===== src/rtl/uart_tx_buffered.sv =====
// uart_tx_buffered: buffered UART transmitter for the event encoder's host-protocol bytes.
// A small FIFO absorbs back-to-back events; frames are 8N1, or 8E1 when the
// macro UART_TX_PARITY_EN is defined (adds a PARITY state after DATA).
module uart_tx_buffered #(
   parameter int CLK_HZ     = 50000000,
   parameter int BAUD       = 115200,
   parameter int FIFO_DEPTH = 8,
   parameter int ADDR_W     = 3
) (
   input  logic              clk,
   input  logic              rst,
   input  logic [7:0]        data_in,
   input  logic              data_start,
   output logic              txd,
   output logic              busy,
   output logic              overflow,
   output logic [ADDR_W:0]   fifo_level
);

   localparam int DIV   = CLK_HZ / BAUD;
   localparam int CNT_W = $clog2(DIV);
   localparam logic [CNT_W-1:0] DIV_LAST = CNT_W'(DIV - 1);
   localparam logic [ADDR_W:0]  FULL     = (ADDR_W + 1)'(FIFO_DEPTH);

`ifdef UART_TX_PARITY_EN
   typedef enum logic [2:0] {IDLE, START, DATA, PARITY, STOP} state_t;
`else
   typedef enum logic [2:0] {IDLE, START, DATA, STOP} state_t;
`endif

   state_t            state;
   logic              prev_start;
   logic [7:0]        prev_data;
   logic [7:0]        mem [FIFO_DEPTH];
   logic [ADDR_W-1:0] wr_ptr, rd_ptr;
   logic [7:0]        shift_reg;
   logic [2:0]        bit_cnt;
   logic [CNT_W-1:0]  baud_cnt;
   logic              baud_last;
   logic              capture, pop, push, full;
`ifdef UART_TX_PARITY_EN
   logic              par_bit;
`endif

   // A held event is sent once; a changed byte under a held start is a new event.
   assign capture   = data_start & (~prev_start | (data_in != prev_data));
   assign full      = (fifo_level == FULL);
   assign pop       = (state == IDLE) && (fifo_level != '0);
   // A full FIFO still accepts the byte when the same cycle frees a slot.
   assign push      = capture & (~full | pop);
   assign baud_last = (baud_cnt == DIV_LAST);

   // Edge detector history for the encoder's level-style valid.
   always_ff @(posedge clk) begin
      if (rst) begin
         prev_start <= 1'b0;
         prev_data  <= 8'h00;
      end else begin
         prev_start <= data_start;
         prev_data  <= data_in;
      end
   end

   // FIFO storage, no reset needed: occupancy tracking gates every read.
   always_ff @(posedge clk) begin
      if (push) mem[wr_ptr] <= data_in;
   end

   // FIFO pointers, occupancy and the sticky drop flag.
   always_ff @(posedge clk) begin
      if (rst) begin
         wr_ptr     <= '0;
         rd_ptr     <= '0;
         fifo_level <= '0;
         overflow   <= 1'b0;
      end else begin
         if (push) wr_ptr <= wr_ptr + 1'b1;
         if (pop)  rd_ptr <= rd_ptr + 1'b1;
         if (capture & ~push) overflow <= 1'b1;
         case ({push, pop})
            2'b10:   fifo_level <= fifo_level + 1'b1;
            2'b01:   fifo_level <= fifo_level - 1'b1;
            default: fifo_level <= fifo_level;
         endcase
      end
   end

   // Transmit FSM; txd is registered so START begins on the pop edge.
   always_ff @(posedge clk) begin
      if (rst) begin
         state     <= IDLE;
         txd       <= 1'b1;
         busy      <= 1'b0;
         shift_reg <= 8'h00;
         bit_cnt   <= 3'd0;
         baud_cnt  <= '0;
`ifdef UART_TX_PARITY_EN
         par_bit   <= 1'b0;
`endif
      end else begin
         busy <= (state != IDLE) | (fifo_level != '0);
         case (state)
            IDLE: begin
               txd <= 1'b1;
               if (pop) begin
                  shift_reg <= mem[rd_ptr];
`ifdef UART_TX_PARITY_EN
                  par_bit   <= ^mem[rd_ptr];
`endif
                  bit_cnt   <= 3'd0;
                  baud_cnt  <= '0;
                  txd       <= 1'b0;
                  state     <= START;
               end
            end
            START: begin
               if (baud_last) begin
                  baud_cnt <= '0;
                  txd      <= shift_reg[0];
                  state    <= DATA;
               end else baud_cnt <= baud_cnt + 1'b1;
            end
            DATA: begin
               if (baud_last) begin
                  baud_cnt <= '0;
                  if (bit_cnt == 3'd7) begin
`ifdef UART_TX_PARITY_EN
                     txd   <= par_bit;
                     state <= PARITY;
`else
                     txd   <= 1'b1;
                     state <= STOP;
`endif
                  end else begin
                     bit_cnt   <= bit_cnt + 1'b1;
                     shift_reg <= {1'b0, shift_reg[7:1]};
                     txd       <= shift_reg[1];
                  end
               end else baud_cnt <= baud_cnt + 1'b1;
            end
`ifdef UART_TX_PARITY_EN
            PARITY: begin
               if (baud_last) begin
                  baud_cnt <= '0;
                  txd      <= 1'b1;
                  state    <= STOP;
               end else baud_cnt <= baud_cnt + 1'b1;
            end
`endif
            STOP: begin
               if (baud_last) begin
                  baud_cnt <= '0;
                  txd      <= 1'b1;
                  state    <= IDLE;
               end else baud_cnt <= baud_cnt + 1'b1;
            end
            default: begin
               txd   <= 1'b1;
               state <= IDLE;
            end
         endcase
      end
   end

endmodule

===== config.mk =====
export PLATFORM = sky130hd
export DESIGN_NAME = uart_tx_buffered
export DESIGN_NICKNAME = d
export VERILOG_FILES = /design/src/rtl/uart_tx_buffered.sv
export SDC_FILE = /design/constraint.sdc
export NUM_CORES = 1
export LEC_CHECK = 0
export BUFFER_PORTS_ARGS = -buffer_cell sky130_fd_sc_hd__clkbuf_2
export CAP_MARGIN = 40
export CORE_MARGIN = 2
export CORE_UTILIZATION = 24
export CTS_CLUSTER_DIAMETER = 150
export DETAILED_ROUTE_END_ITERATION = 10
export GPL_TIMING_DRIVEN = 0
export PLACE_DENSITY = 0.47
export SYNTH_ARGS = -nofsm -noshare
export SYNTH_HDL_FRONTEND = slang
export SYNTH_SLANG_ARGS = --single-unit

===== constraint.sdc =====
create_clock -name clk -period 4.9 [get_ports clk]
set_input_delay 0.735 -clock clk [delete_from_list [all_inputs] [get_ports clk]]
set_output_delay 0.735 -clock clk [all_outputs]
set_load 0.02 [all_outputs]

# After elaboration in Yosys (flattened, before gate mapping)
# Memory sizes are Yosys's and may differ from the RTL's. A register that Yosys moved wholly into a read port is not among the register bits.
# Index checks and enable logic that the tools add are counted.
# word_totals
out_inout_bits	7
word_cells	83
mem_bits_rw	64
ff_bits	45
latchBits	0
mem_count	1
mem_bits_ro	0
# memory_table
memory	depth	width	read_ports	rd_clocked_by_memory_dff	wr	line_no	rtl
mem	8	8	1	1	1	34	logic [7:0] mem [FIFO_DEPTH];
# classes
n_mux	28
n_div	0
shift	0
eq_ne	15
mul	0
n_addsub	6
order_cmp	0
n_reduce_logical	12
bitwise_logic	9
# op_table
op	count
$mux W3	10
$mux W8	3
$mux W9	2
$pmux W9 S2	1
$pmux W8 S2	1
$ne A2 B2 Y1 const B	6
$pmux W3 S4	1
$add A3 B1 Y3 const B	3
$add A9 B1 Y9 const B	1
$eq A9 B9 Y1 const B	1
$ne A8 B8 Y1	1
$pmux W4 S2	1
$mux W1	7
$eq A3 B2 Y1 const B	2
$pmux W3 S2	1
$reduce_bool A2 Y1	3
$reduce_and A5 Y1	1
$add A4 B1 Y4 const B	1
$eq A4 B4 Y1 const B	1
$pmux W1 S4	1
$reduce_and A4 Y1	1
$reduce_bool A4 Y1	1
$sub A4 B1 Y4 const B	1
$and A1 B1 Y1	3
12 further kinds	16

# Depth between registers and ports, before layout
# logic_depth
depth_word	6
depth_mapped	12

# Least setup slack after synthesis
# Ideal clock, no wire load.
# synth_timing
kind	in2reg
start	in data_in[0]
end	reg fifo_level[3]
setup_time_ns	0.064
stages	11
arrival_time_ns	2.525
slack_ns	2.312
cell_sequence	xnor2_1 nand3_1 o31ai_1 nand2b_1 inv_1 ha_1 a21o_1 a21o_1 nor4_1 o21ai_0 nand4_1
# synth_between
elab_chain_len	6
elab_cells_between_ends	8
classes_between	eq/ne (3); mux (1); bitwise (3); reduce/logical (1)
# synth_rtl
item	line_no	rtl
start: declaration	12	input logic [7:0] data_in,
$ne A8 B8 Y1 *	46	assign capture = data_start & (~prev_start | (data_in != prev_data));
$or A1 B1 Y1 *	46	
$and A1 B1 Y1 *	46	
$and A1 B1 Y1 *	50	assign push = capture & (~full | pop);
$eq A2 B1 Y1 or $eq A2 B2 Y1 (tied branches)	80	case ({push, pop})
$pmux W4 S2 or $reduce_bool A2 Y1 (tied branches)	--	
end signal: assignment	81	2'b10: fifo_level <= fifo_level + 1'b1;
end signal: assignment	82	2'b01: fifo_level <= fifo_level - 1'b1;
end signal: assignment	83	default: fifo_level <= fifo_level;
end: declaration	17	output logic [ADDR_W:0] fifo_level
# Every way passes the cells marked *; elsewhere a longest branch is shown, timed or not.
# A chain may end at the register's enable or synchronous reset.

# Worst setup path after layout
# layout_timing
start	in data_in[7]
end	reg fifo_level[3]
# Same word-level chain as after synthesis.

==> results.toml <==
[outcome]
status = "finished clean"

[pwr]
p_per_area_nw_per_um2 = 508.7
ir_drop_mv = 0.1993
p_leak_nw = 1.930
fin_total_pwr_w = 0.002796

[clocking]
cts_hold_buf = 0
cts_max_path_buffers = 2
clkSinkCount = 111
clk_latency_ps = 350
cts_setup_buffers = 0
cts_root_buf = "clkbuf_16"
cts_tree = "built"
cts_buffers = 9
clkTransAtPathRegs_ps = 70
post_cts_resized = 0
htreeDepth = 3

[final_layout]
area_delta_synth_final_pct = 16.00
fin_nets = 422
largest_register_ffs = 64
design_area_um2 = 5497
multiInputGateArea_um2 = 1780
top_regs = "mem (64), baud_cnt (9)"
fin_cells = 666
regMostFlops = "mem"
area.sequential_um2 = 2863
diodes = 0
layout-drive-gt1-share_pct = 17.96
fillers = 2015

[critical_path]
worstSetupEndpointType = "flop"
crit_slowest_cell = "o31ai_1"
worst_setup_path_start_kind = "input port"
required_ps = 5190
path_cells = "clkbuf_2 -> xnor2_1 -> nand4_1 -> o31ai_1 -> nand2b_1 -> inv_1 -> ha_1 -> a21o_1 -> a21o_1 -> nor4_1 -> o21ai_0 -> nand4_1"
arrival_ps = 3330
critical_path_class = "in2reg"
max_stage_delay_ps = 570
worstPathMaxFanout = 10

[timing]
period_share_pct = 62.07
setup_viol = 0
slew_headroom_pct = 47.68
hold_viol_final = 0
final_max_slew_viol_count = 0
finalSetupTns_ps = 0
timing.final.crit_period_ps = 3041
rsz0062_at_grt = "false"
fin_worst_skew_ps = 7.987
max_freq_ghz = 0.3288
tightest_slew_ps = 782.0

[floorplan]
die_area_um2 = 20880
initial_core_util_pct = 24.43
die_h_um = 144.5
fp.dieW_um = 144.5
rows = 51
io_pins = 18
core_um2 = 19400

[logic_synthesis]
synth-async-reset-ratio_pct = 0
synth_top_area_share_pct = 40.56
synth_ff_type = "edfxtp_1"
syn_area_um2 = 4738
ys_ff_latch = 111
ys_types = 49
yosysWarnings = 0
synth_cells = 361
syn_area_per_cell_um2 = 13.13
ys_top_cells_by_area = "edfxtp_1 (41%), dfxtp_1 (20%), mux4_2 (7.6%)"
syn-num-nets = 387
yosysSeqAreaShare_pct = 60.42
synth.largest_area_cell = "edfxtp_1"
synth_edf_count = 64

[detailed_routing]
wire_per_inst_um = 14.40
dr_total_vias = 2843
ant_nets = 0
drc = 0
via_per_inst = 4.269
firstDrtPassIters = 4
routed_wl_um = 9591
drt-initial-drc-count = 80

[placement]
place_congestion = 0.7349
placed_area_um2 = 5206
place.port_buffers = 17
dp_cells = 650
hpwl_um = 6985

[global_routing]
grt_usage_pct = 9.895
grt-ovfl-total = 0
grt_max_degree = 21
grt_pass1_wl_um = 15680
grt_pass1_vias = 2986
antenna_found_initial = 0

[worst_hold_path]
hp-class = "reg2reg"

[run]
maxCapViolCount = 0
path summary, 6_finish.rpt:
kind | startpoint | endpoint | slack [ps] | depth (start not counted)
setup reg to reg | prev_data[7] | fifo_level[3] | 2120 | 11
hold / removal | bit_cnt[1] | bit_cnt[1] | 460 | 2
setup / recovery | data_in[7] | fifo_level[3] | 1860 | 12
hold reg to reg | bit_cnt[1] | bit_cnt[1] | 460 | 2
worst max-delay path, delay by kind of cell:
| family | cells | cell delay, ps |
|---|---|---|
| compound gates | 4 | 1080 |
| xor+xnor | 1 | 240 |
| fa+ha+maj | 1 | 230 |
| buf+inv | 2 | 290 |
| simple gates | 4 | 740 |
placed cells by master, fill, tap and decap left out, types with 2 or more instances in the layout:
cell type,Yosys,routed
ha_1,14,14
mux2_4,3,3
or3_1,3,3
buf_2,3,6
nor4_1,3,2
o21ai_0,15,15
inv_6,0,2
mux2_2,2,2
edfxtp_1,64,64
nand4_1,9,9
buf_4,1,5
o21ai_2,2,2
nand2b_1,5,5
clkbuf_2,0,17
clkbuf_16,0,9
mux2i_1,17,17
nand3_1,5,5
nand2_1,23,23
nor4_2,1,2
clkbuf_1,8,9
inv_1,9,9
a21oi_1,11,11
o31ai_1,2,2
dfxtp_1,47,47
nor3_1,7,7
a21o_1,2,2
xor2_1,6,6
mux4_2,16,16
nor2_1,38,38
xnor2_1,11,11
nor2b_1,12,12
and3_1,2,2
cell type report:
class / count / share of cell area [%]
multi-input combinational: 227 / 32.39
buffer: 14 / 1.229
timing repair buffer: 24 / 2.367
sequential: 111 / 52.08
inverter: 9 / 0.6146
tap: 265 / 6.032
clock buffer: 10 / 4.166
clock inverter: 6 / 1.115
metrics by stage:
stage | utilization [%] | setup slack, ps | hold slack (ps)
after floorplan | - | 2312 | 435.6
after global placement | 26.57 | 1274 | 448.4
after detailed placement | 26.84 | 1413 | 458.0
after CTS | 28.33 | 1789 | 468.3
after global routing | 28.33 | 1606 | 490.5
final | 28.33 | 1859 | 463.9
cells in the mapped netlist, types with 2 or more instances:
cell type   n
nor4_1      3
o31ai_1     2
buf_2       3
dfxtp_1    47
and3_1      2
ha_1       14
o21ai_0    15
xor2_1      6
nor2b_1    12
nand2b_1    5
or3_1       3
nand4_1     9
a21oi_1    11
inv_1       9
mux2i_1    17
xnor2_1    11
mux2_4      3
nor2_1     38
edfxtp_1   64
nor3_1      7
clkbuf_1    8
o21ai_2     2
nand2_1    23
mux4_2     16
a21o_1      2
mux2_2      2
nand3_1     5
report_power, final:
group	internal (W)	total [W]	switching, W
Combinational	0.000416	0.000941	0.000526
Clock	0.000358	0.000712	0.000354
Sequential	0.00108	0.00114	0.0000669
kinds of logic after synthesis:
group                    count (synthesis)  synth area share, %
AND/OR/NAND/NOR                        115                12.12
flip-flops                             111                60.42
AO/OA/AOI/OAI                           42                5.440
multiplexers                            38                12.62
buffers and inverters                   23                2.139
XOR/XNOR                                17                3.142
adder cells (fa/ha/maj)                 15                4.119
layer usage:
| metal | wire (um) | up-vias | share of wire [%] | global-route usage [%] |
|---|---|---|---|---|
| met4 | 121 | 0 | 1.3 | 4.139 |
| met1 | 4419 | 1406 | 46 | 11.93 |
| met2 | 4861 | 27 | 51 | 17.36 |
| met5 | 0 | - | 0 | 0 |
| li1 | - | 1400 | - | - |
| met3 | 189 | 10 | 2.0 | 1.788 |
No activity file was read; power rests on OpenSTA's default activity.
